`src/rtl/dt_skel.sv`:
```
// dt_skel: skeleton extraction from a 128x128 distance image.
// A pixel is skeleton when it is non-zero and not smaller than any of its
// four direct neighbours (neighbours outside the image read as 0).
// Each 16-pixel output word is built from a 50-read window:
//   row r   cols c0-1..c0+16 (centre row plus W/E guard pixels)
//   row r-1 cols c0..c0+15   (north neighbours)
//   row r+1 cols c0..c0+15   (south neighbours)
// The window is followed by one drain cycle for the last read and one write cycle.
module dt_skel (
  input  logic        clk,
  input  logic        reset,
  input  logic        start,
  output logic        res_rd,
  output logic [13:0] res_addr,
  input  logic [7:0]  res_di,
  output logic        skl_wr,
  output logic [9:0]  skl_addr,
  output logic [15:0] skl_do,
  output logic        busy,
  output logic        done
);

  localparam int SLOTS = 50;

  typedef enum logic [2:0] {
    IDLE  = 3'd0,
    READ  = 3'd1,
    DRAIN = 3'd2,
    WRITE = 3'd3,
    DONE  = 3'd4
  } state_t;

  state_t      state_reg;
  state_t      state_next;

  // Read slot within the current word's window (0..49 while reading).
  logic [5:0]  slot_reg;
  // Current output word address {row[6:0], word[2:0]}.
  logic [9:0]  word_reg;

  // Capture pipeline: what was issued last cycle, and where it lands.
  logic        cap_en_reg;
  logic        cap_vld_reg;
  logic [5:0]  cap_idx_reg;
  logic [7:0]  cap_reg [SLOTS];

  logic [6:0]  cur_row;
  logic [6:0]  cur_c0;
  logic [7:0]  slot_row;
  logic [8:0]  slot_col;
  logic        slot_in;
  logic [15:0] skel_bits;

  assign cur_row = word_reg[9:3];
  assign cur_c0  = {word_reg[2:0], 4'b0000};

  // Map the current slot to an image coordinate; the row/col arithmetic
  // is one bit wider so that -1 and 128 both show up as out of range.
  always_comb begin
    slot_row = {1'b0, cur_row};
    slot_col = '0;
    if (slot_reg < 6'd18) begin
      slot_row = {1'b0, cur_row};
      slot_col = {2'b00, cur_c0} + {3'b000, slot_reg} - 9'd1;
    end else if (slot_reg < 6'd34) begin
      slot_row = {1'b0, cur_row} - 8'd1;
      slot_col = {2'b00, cur_c0} + {3'b000, slot_reg} - 9'd18;
    end else begin
      slot_row = {1'b0, cur_row} + 8'd1;
      slot_col = {2'b00, cur_c0} + {3'b000, slot_reg} - 9'd34;
    end
    slot_in = (slot_row[7] == 1'b0) && (slot_col[8:7] == 2'b00);
  end

  // State register.
  always_ff @(posedge clk or posedge reset) begin
    if (reset) begin
      state_reg <= IDLE;
    end else begin
      state_reg <= state_next;
    end
  end

  // Next-state logic; start only matters while idle or finished.
  always_comb begin
    state_next = state_reg;
    case (state_reg)
      IDLE:    if (start) state_next = READ;
      READ:    if (slot_reg == 6'(SLOTS - 1)) state_next = DRAIN;
      DRAIN:   state_next = WRITE;
      WRITE:   state_next = (word_reg == 10'd1023) ? DONE : READ;
      DONE:    if (start) state_next = READ;
      default: state_next = IDLE;
    endcase
  end

  // Output decode from the registered state; everything is zero outside
  // the cycles where it is meaningful, so reset clears outputs at once.
  always_comb begin
    res_rd   = 1'b0;
    res_addr = '0;
    skl_wr   = 1'b0;
    skl_addr = '0;
    skl_do   = '0;
    busy     = 1'b0;
    done     = 1'b0;
    case (state_reg)
      READ: begin
        busy = 1'b1;
        if (slot_in) begin
          res_rd   = 1'b1;
          res_addr = {slot_row[6:0], slot_col[6:0]};
        end
      end
      DRAIN: begin
        busy = 1'b1;
      end
      WRITE: begin
        busy     = 1'b1;
        skl_wr   = 1'b1;
        skl_addr = word_reg;
        skl_do   = skel_bits;
      end
      DONE: begin
        done = 1'b1;
      end
      default: begin
        busy = 1'b0;
      end
    endcase
  end

  // Slot and word counters.
  always_ff @(posedge clk or posedge reset) begin
    if (reset) begin
      slot_reg <= '0;
      word_reg <= '0;
    end else begin
      slot_reg <= (state_reg == READ) ? slot_reg + 6'd1 : 6'd0;
      if ((state_reg == IDLE || state_reg == DONE) && start) begin
        word_reg <= '0;
      end else if (state_reg == WRITE) begin
        word_reg <= word_reg + 10'd1;
      end
    end
  end

  // Remember which slot was issued so its data can be stored next cycle.
  always_ff @(posedge clk or posedge reset) begin
    if (reset) begin
      cap_en_reg  <= 1'b0;
      cap_vld_reg <= 1'b0;
      cap_idx_reg <= '0;
    end else begin
      cap_en_reg  <= (state_reg == READ);
      cap_vld_reg <= res_rd;
      cap_idx_reg <= slot_reg;
    end
  end

  // Window capture; slots that fell outside the image store 0.
  always_ff @(posedge clk or posedge reset) begin
    if (reset) begin
      for (int i = 0; i < SLOTS; i++) begin
        cap_reg[i] <= '0;
      end
    end else if (cap_en_reg) begin
      for (int i = 0; i < SLOTS; i++) begin
        if (cap_idx_reg == 6'(i)) begin
          cap_reg[i] <= cap_vld_reg ? res_di : 8'd0;
        end
      end
    end
  end

  // Skeleton decision per column; leftmost column goes to bit 15.
  generate
    for (genvar gi = 0; gi < 16; gi++) begin : g_pix
      logic [7:0] p_c;
      logic [7:0] p_w;
      logic [7:0] p_e;
      logic [7:0] p_n;
      logic [7:0] p_s;
      assign p_c = cap_reg[gi + 1];
      assign p_w = cap_reg[gi];
      assign p_e = cap_reg[gi + 2];
      assign p_n = cap_reg[18 + gi];
      assign p_s = cap_reg[34 + gi];
      assign skel_bits[15 - gi] = (p_c != 8'd0) && (p_c >= p_w) && (p_c >= p_e) &&
                                  (p_c >= p_n) && (p_c >= p_s);
    end
  endgenerate

endmodule

```
`config.mk`:
```
export PLATFORM = sky130hd
export DESIGN_NAME = dt_skel
export DESIGN_NICKNAME = d
export VERILOG_FILES = /design/src/rtl/dt_skel.sv
export SDC_FILE = /design/constraint.sdc
export NUM_CORES = 1
export LEC_CHECK = 0
export BUFFER_PORTS_ARGS = -buffer_cell sky130_fd_sc_hd__clkbuf_2
export CAP_MARGIN = 20
export CORE_MARGIN = 2
export CORE_UTILIZATION = 35
export DETAILED_ROUTE_END_ITERATION = 16
export HOLD_SLACK_MARGIN = 0.02
export SYNTH_ARGS = -nofsm -noshare
export SYNTH_HDL_FRONTEND = slang
export SYNTH_SLANG_ARGS = --single-unit
```
`constraint.sdc`:
```
create_clock -name clk -period 19.15 [get_ports clk]
set_clock_uncertainty 0.1 [all_clocks]
set_input_delay 1.915 -clock clk [delete_from_list [all_inputs] [get_ports clk]]
set_output_delay 1.915 -clock clk [all_outputs]
set_load 0.05 [all_outputs]
```
* Word level (Yosys, flattened, before mapping)
Cells that the tools add are included.
** Operators by class
- $add $sub $neg :: 8
- Magnitude comparators :: 66
- Eq/ne operators :: 57
- Multiplexer cells :: 21
- Bitwise logic cells :: 1
- Reduce and logical (&&, ||, !) cells :: 140
** Operators with widths (count)
- $ge 8x8->1 :: 64
- $reduce_bool 8->1 :: 16
- $eq 6x6->1 const B :: 19
- $reduce_and 2->1 :: 51
- $eq 6x5->1 const B :: 16
- $logic_and 1x1->1 :: 66
- $eq 6x4->1 const B :: 8
- $mux 10 :: 3
- $mux 14 :: 2
- $eq 6x3->1 const B :: 4
- $mux 8 :: 3
- $mux 9 :: 2
- $mux 16 :: 1
- $eq 6x2->1 const B :: 2
- $pmux 3 s4 :: 1
- $add 10x1->10 const B :: 1
- $eq 10x10->1 const B :: 1
- $mux 3 :: 3
- $sub 8x6->9 const B :: 1
- $sub 9x1->9 const B :: 1
- $sub 9x5->9 const B :: 1
- $add 7x1->8 const B :: 1
- $add 7x6->8 :: 1
- $sub 7x1->8 const B :: 1
- other kinds (19) :: 24
** Storage, ports and cells
- Register bits after elaboration :: 427
- Bits of input ports :: 11
- Output and inout bits :: 44

* Depth between registers and ports, before layout
Gate-level depths: netlist (run 1).
- Word-level depth :: 8
- Gate-level depth with buffers :: 10
- Mapped depth without buffers :: 9

* Worst setup path after synthesis (run 1)
No wires, ideal clock.
- Path type :: register to output
- Start :: register cap_reg, in the netlist g_pix[3].p_e[1]
- End :: output skl_do[11]
- Arrival time :: 3.220 ns
- Data required time :: 17.135 ns
- Setup slack :: 13.915 ns
- Stages on the path, launching flop included :: 9
- Path through :: dfrtp_1 -> inv_1 -> ha_1 -> nor2b_1 -> o21ai_0 -> nand2b_1 -> a2111oi_0 -> nor4_1 -> nor4_1
** Between the ends
- Word-level cells in the longest chain between the ends :: 6
- Elaborated cells on any way between the ends :: 10
- Classes of those cells :: 4 x order compare; 1 x mux; 5 x reduce/logical
** RTL lines
- start, declared :: line 45 : logic [7:0] cap_reg [SLOTS];
- start signal, assigned by index :: line 170 : cap_reg[i] <= cap_vld_reg ? res_di : 8'd0;
- $ge 8x8->1 or $reduce_bool 8->1 (tied branches) :: line 189 : assign skel_bits[15 - gi] = (p_c != 8'd0) && (p_c >= p_w) && (p_c >= p_e) &&
- $logic_and 1x1->1 (3 in a row) :: line 189
- $logic_and 1x1->1 (*) :: line 190 : (p_c >= p_n) && (p_c >= p_s);
- $mux 16 (*) :: line 107 : case (state_reg)
- end, declared :: line 18 : output logic [15:0] skl_do,
Mark *: on every way between the ends. The rest lies on a longest branch, timed or not.

* Worst setup path in the final report (run 1)
- Start :: register slot_reg[3]
- End :: output res_addr[1]
** Between the ends
- Word-level cells in the longest chain between the ends :: 8
- Elaborated cells on any way between the ends :: 15
- Classes of those cells :: 4 x add/sub; 2 x order compare; 6 x mux; 1 x bitwise; 2 x reduce/logical
** RTL lines
- start, declared :: line 37 : logic [5:0] slot_reg;
- start signal, assigned :: line 139 : slot_reg <= (state_reg == READ) ? slot_reg + 6'd1 : 6'd0;
- $add 7x6->8 :: line 64, 67, 70
- $sub 9x5->9 or $sub 8x6->9 (tied branches) :: line 67, 70
- $mux 9 :: line 65 : end else if (slot_reg < 6'd34) begin
- $mux 9 :: line 62 : if (slot_reg < 6'd18) begin
- $logic_not 2->1 :: line 72 : slot_in = (slot_row[7] == 1'b0) && (slot_col[8:7] == 2'b00);
- $logic_and 1x1->1 :: line 72
- $mux 14 (*) :: line 110 : if (slot_in) begin
- $mux 14 (*) :: line 107
- end, declared :: line 14 : output logic [13:0] res_addr,
Marked as above.

==> flow_summary.ini, run 1 <==
[run_status]
status = complete, no violations

[synth]
synth_top_area_share_pct = 40.7
synthTopCellsByArea = dfrtp_1, ha_1, o21ai_0, inv_1, nand2_1
postSynthCellCount = 2828
syn_nets = 3242
netlist.top_cell.by_area = dfrtp_1
seq_area_frac_synth_pct = 40.7
synth_most_common_cell = dfrtp_1
synth_top_cells_by_count = dfrtp_1, ha_1, inv_1
ys_async_sr_fraction_pct = 100
syn_area_per_cell_sq_um = 9.28
ys_ff_latch = 427
yosysWarnings = 0
synth_edf_count = 0
synth_cell_types = 64
syn_area_sq_mm = 0.0262
synthFlopType = dfrtp_1

[global_routing]
antenna_found_initial = 1
grt_pass1_wl_mm = 106
grt-ovfl-total = 0
grt_max_degree = 83
grt_util_all_layers_pct = 17.0
grt_pass1_vias = 19200

[power_and_ir_drop]
power_mw = 4.44
swShare_pct = 41.9
power.internal_mw = 2.58
p_leak_nw = 15.6
peakVddDrop_v = 0.000158
comb_power_share_pct = 42.5
p_per_area_mw_per_mm2 = 152
p_switching_mw = 1.86
pwr-share-seq_pct = 34.5
power.share.clock_pct = 23.0

[clock_tree]
clockBufferDepth = 3
cts_buffers = 49
cts_root_buf = clkbuf_16
h-tree-depth = 2
post-cts-setup-buffer-count = 0
cts_hold_buffers = 0
cts_tree = built
cts_sinks = 427
insertion_delay_ns = 0.61
path_clk_slew_ns = 0.05
cts_resized = 0

[sta]
rsz0062_at_grt = false
max-slew-margin-rel_pct = 22.8
setup_violations = 0
tns_ns = 0
hold_viol = 0
worstMarginPinSlew_ns = 1.15
max_freq_mhz = 169
period_needed_ns = 5.92
final_max_slew_viol_count = 0
fin_crit_sh_pct = 30.9
hold-worst-slack_ns = 0.375

[worst_setup_path]
r2r_start = cap_idx_reg[1]
crit_type = reg -> out
start_kind = register
endpoint_kind = primary output
cp.required_ns = 17.14
critPathArrivalTime_ns = 3.90
crit_path_start = slot_reg[3]
path_max_fanout = 15

[detailed_routing]
met2WireLength_mm = 28.4
ant_nets = 0
top_layer_used = met4
drtIter0Drc = 1001
drc = 0
routed_via_density = 5.01
wirelength_mm = 64.1
firstDrtPassIters = 5
vias = 19300
wl_per_cell_um = 16.6
wl_met1_mm = 31.7
dr_wl_met3_mm = 2.48

[floorplanning]
start_util_pct = 35.3
die_y_um = 278
core_area_sq_mm = 0.0743
rows = 100
ios = 55
die_w_um = 278
dieArea_sq_mm = 0.0772

[cells_and_area]
diodes = 0
finish.cell_count_without_fillers = 3850
register_area_sq_mm = 0.0107
drive_gt1_share_pct = 7.32
final_nets = 3257
nFillCells = 7513
multi_input_area_sq_mm = 0.0137
fin_area_sq_mm = 0.0292
syn_to_final_growth_pct = 11.4

[job]
max_cap_violations = 0

[place]
dpl.cell_count = 3760
placement.io_buffers = 54
gp_congestion = 0.863
placed_cell_area_sq_mm = 0.0274
dp_hpwl_mm = 42.4

[min_path]
hold_path_class = reg -> reg
hp-start = g_pix[15].p_n[6]
[through the flow]
step | util [%] | worst slack (ns)
after floorplan | - | 5.25
after global placement | 36.9 | 13.89
after detailed placement | 36.9 | 13.91
after CTS | 39.3 | 13.24
after global routing | 39.3 | 12.99
final | 39.3 | 13.23
[cell usage in the layout, fill, tap and decap left out, drive strengths merged, types with 35 or more instances in the layout]
cell,netlist,final
a21o,47,47
a21oi,95,95
clkbuf,99,122
dfrtp,427,427
ha,402,402
inv,385,386
mux2i,114,114
nand2,363,363
nand2b,47,47
nand4,35,35
nor2,90,90
nor4,57,57
o21ai,359,359
[path summary, 6_finish.rpt]
path	endpoint	slack, ns	cells after the start
hold / removal	g_pix[15].p_n[6]	0.37	2
setup reg to reg	g_pix[15].p_s[0]	16.10	4
min in group asynchronous	word_reg[4]	1.28	2
max in group asynchronous	g_pix[15].p_n[6]	15.46	4
setup / recovery	res_addr[1]	13.23	7
hold reg to reg	g_pix[15].p_n[6]	0.37	2
[critical path, stage by stage (launching register included)]
cell	delay, ns
dfrtp_1	0.52
or3_4	0.46
a21oi_1	0.81
inv_1	0.21
a222oi_1	0.41
o21ai_2	0.26
a211oi_1	0.30
clkbuf_2	0.32
[per-layer routing]
metal  track usage (%)  up-vias
li1                  -     9769
met1              24.2     9166
met2              26.8      289
met3              2.25       81
met4              5.05        0
met5                 0        -
[power groups by stage]
stage | logic (mW) | registers, mW | clock network, mW
floorplan | 1.48 | 1.40 | 0
global placement | 1.84 | 1.54 | 0
detailed placement | 1.89 | 1.55 | 0
CTS | 1.91 | 1.53 | 1.05
global route | 2.22 | 1.58 | 1.09
finish | 1.89 | 1.53 | 1.02
[logic make-up (layout without fill, tap and decap cells)]
logic type	Yosys count	after routing	share of synthesized area, %
simple gates	714	714	12.8
compound gates	641	641	14.3
buf+inv	491	544	7.13
flops	427	427	40.7
fa+ha+maj	403	403	19.2
mux	126	126	4.86
xor+xnor	26	26	0.868
[layout make-up]
class | count | area share (%)
Tap cell | 969 | 4.15
Clock buffer | 68 | 4.96
Sequential cell | 427 | 36.6
Multi-Input combinational cell | 1910 | 46.9
Clock inverter | 21 | 1.08
Inverter | 385 | 4.97
Timing Repair Buffer | 70 | 1.35
(Power assumes the default switching activity.)
==> inputs of run 2 (changes only) <==
Clock period 19.15 ns to 5.8 ns, I/O delays scaled along.
==> flow_summary.ini, run 2 (synthesis results as in run 1) <==
[run_status]
status = complete, no violations

[worst_setup_path]
crit_type = reg -> out
endpoint_kind = primary output
crit_family = simple AND/OR/NAND/NOR gates
crit_path_start = g_pix[5].p_e[1]
r2r_start = state_reg[2]
ff2ff_setup_slack_ns = 3.01
endpoint = skl_do[9]
cp.required_ns = 5.12
path_depth = 9
rr_worst_depth = 8
start_kind = register
crit_path_frequent_cell = nor4_1
cp_cell_sequence = inv_1, ha_1, nor2b_1, o21ai_0, nand2b_1, a2111oi_0, nor4_1, nor4_1, clkbuf_2
path_max_fanout = 5
critPathArrivalTime_ns = 3.87
slowest_delay_ns = 0.92
worst-path-buf-inv = 2
slowest_stage = nor4_1
reg2reg_to = word_reg[9]

[cells_and_area]
diodes = 0
layout_commonest_cell = dfrtp_1
register_area_sq_mm = 0.0107
syn_to_final_growth_pct = 10.9
final_nets = 3262
post-route-util_pct = 39.2
finish.cell_count_without_fillers = 3852
final_cell_mix = dfrtp_1, ha_1, inv_1
drive_gt1_share_pct = 7.08
multi_input_area_sq_mm = 0.0137
nFillCells = 7546

[sta]
max-slew-margin-rel_pct = 29.0
hold-worst-slack_ns = 0.111
max_freq_mhz = 220
finalWorstSetupSlack_ns = 1.25
hold_viol = 0
tns_ns = 0
fin_crit_sh_pct = 78.4
final_max_slew_viol_count = 0
rsz0062_at_grt = false
setup_violations = 0
period_needed_ns = 4.55
worstMarginPinSlew_ns = 1.06

[global_routing]
antenna_found_initial = 0
grt_pass1_vias = 19000
grt_util_all_layers_pct = 16.9
grt_pass1_wl_mm = 105
grt_max_degree = 128
grt-ovfl-total = 0

[place]
gp_congestion = 0.859
dp_hpwl_mm = 42.3
placement.io_buffers = 54
place_ws_ns = 1.92
dpl.cell_count = 3764

[clock_tree]
cts_root_buf = clkbuf_16
path_clk_slew_ns = 0.06
h-tree-depth = 2
insertion_delay_ns = 0.59
post-cts-setup-buffer-count = 0
cts_sinks = 427
cts_buffers = 50
cts_tree = built
clockBufferDepth = 3
cts_resized = 0

[floorplanning]
ios = 55
rows = 100
dieArea_sq_mm = 0.0772
die_y_um = 278
core_area_sq_mm = 0.0743
die_w_um = 278
start_util_pct = 35.3

[job]
max_cap_violations = 0

[detailed_routing]
routed_via_density = 4.99
firstDrtPassIters = 8
drtIter0Drc = 1130
wl_per_cell_um = 16.6
ant_nets = 0
vias = 19200
wirelength_mm = 64.0
drc = 0

[power_and_ir_drop]
peakVddDrop_v = 0.000543
p_per_area_mw_per_mm2 = 495
p_leak_nw = 15.5

[min_path]
hold_path_class = in -> reg
hold_depth = 2
## run 2: changes by cell type in the layout (fill, tap and decap cells not counted), moves of 2 or more
cell and delta:
buf_12 +3, inv_6 +2, bufinv_16 -5, clkbuf_1 +7
## run 2: repair_timing
action                                  CTS  global route
hold endpoints to repair                  5             0
endpoints found under the setup margin    0             0
hold buffers                              1             0
## run 2: layer usage
layer / part of all wire (%) / vias to the layer above / global-route usage (%)
met5: 0 / - / 0
met4: 2.1 / 0 / 4.44
met3: 4.0 / 83 / 2.22
met2: 44 / 304 / 26.8
met1: 49 / 9061 / 24.1
li1: - / 9761 / -
## run 2: worst reg2reg max path: stages, from the launching register on
cell and delay [ns]:
dfrtp_1 0.42, nand3b_1 0.17, buf_4 0.23, inv_1 0.77, and2_1 0.35, and3_1 0.29
nand3_1 0.12, xor2_1 0.16, nor2_1 0.05
## run 2: stage by stage
step                      area [sq um]  power [mW]
after floorplan                  26200        9.48
after global placement           27500        11.2
after CTS                        29100        14.5
after global routing             29100        15.8
after detailed placement         27500        11.4
final                            29100        14.4
## run 2: cell type report
class / instances / area share [%]
Timing Repair Buffer: 74 / 1.58
Clock buffer: 74 / 5.02
Inverter: 385 / 4.98
Multi-Input combinational cell: 1910 / 47.1
Tap cell: 969 / 4.17
Clock inverter: 13 / 0.460
Sequential cell: 427 / 36.7
## run 2: how the worst min path moves through the flow
stage / slack, ns / endpoint / startpoint
after CTS: 0.07 / state_reg[2] / start
after global placement: 0.36 / g_pix[15].p_e[7] / g_pix[15].p_e[7]
final: 0.11 / state_reg[2] / start
after detailed placement: 0.37 / g_pix[14].p_s[4] / g_pix[14].p_s[4]
after floorplan: 0.27 / cap_idx_reg[3] / slot_reg[3]
after global routing: 0.1 / state_reg[2] / start
## run 2: power by group
group	switching [mW]	internal [mW]	leakage [nW]
Clock	1.28	1.82	0.792
Combinational	3.67	2.59	10.3
Sequential	1.16	3.89	4.43
Total	6.11	8.30	15.5
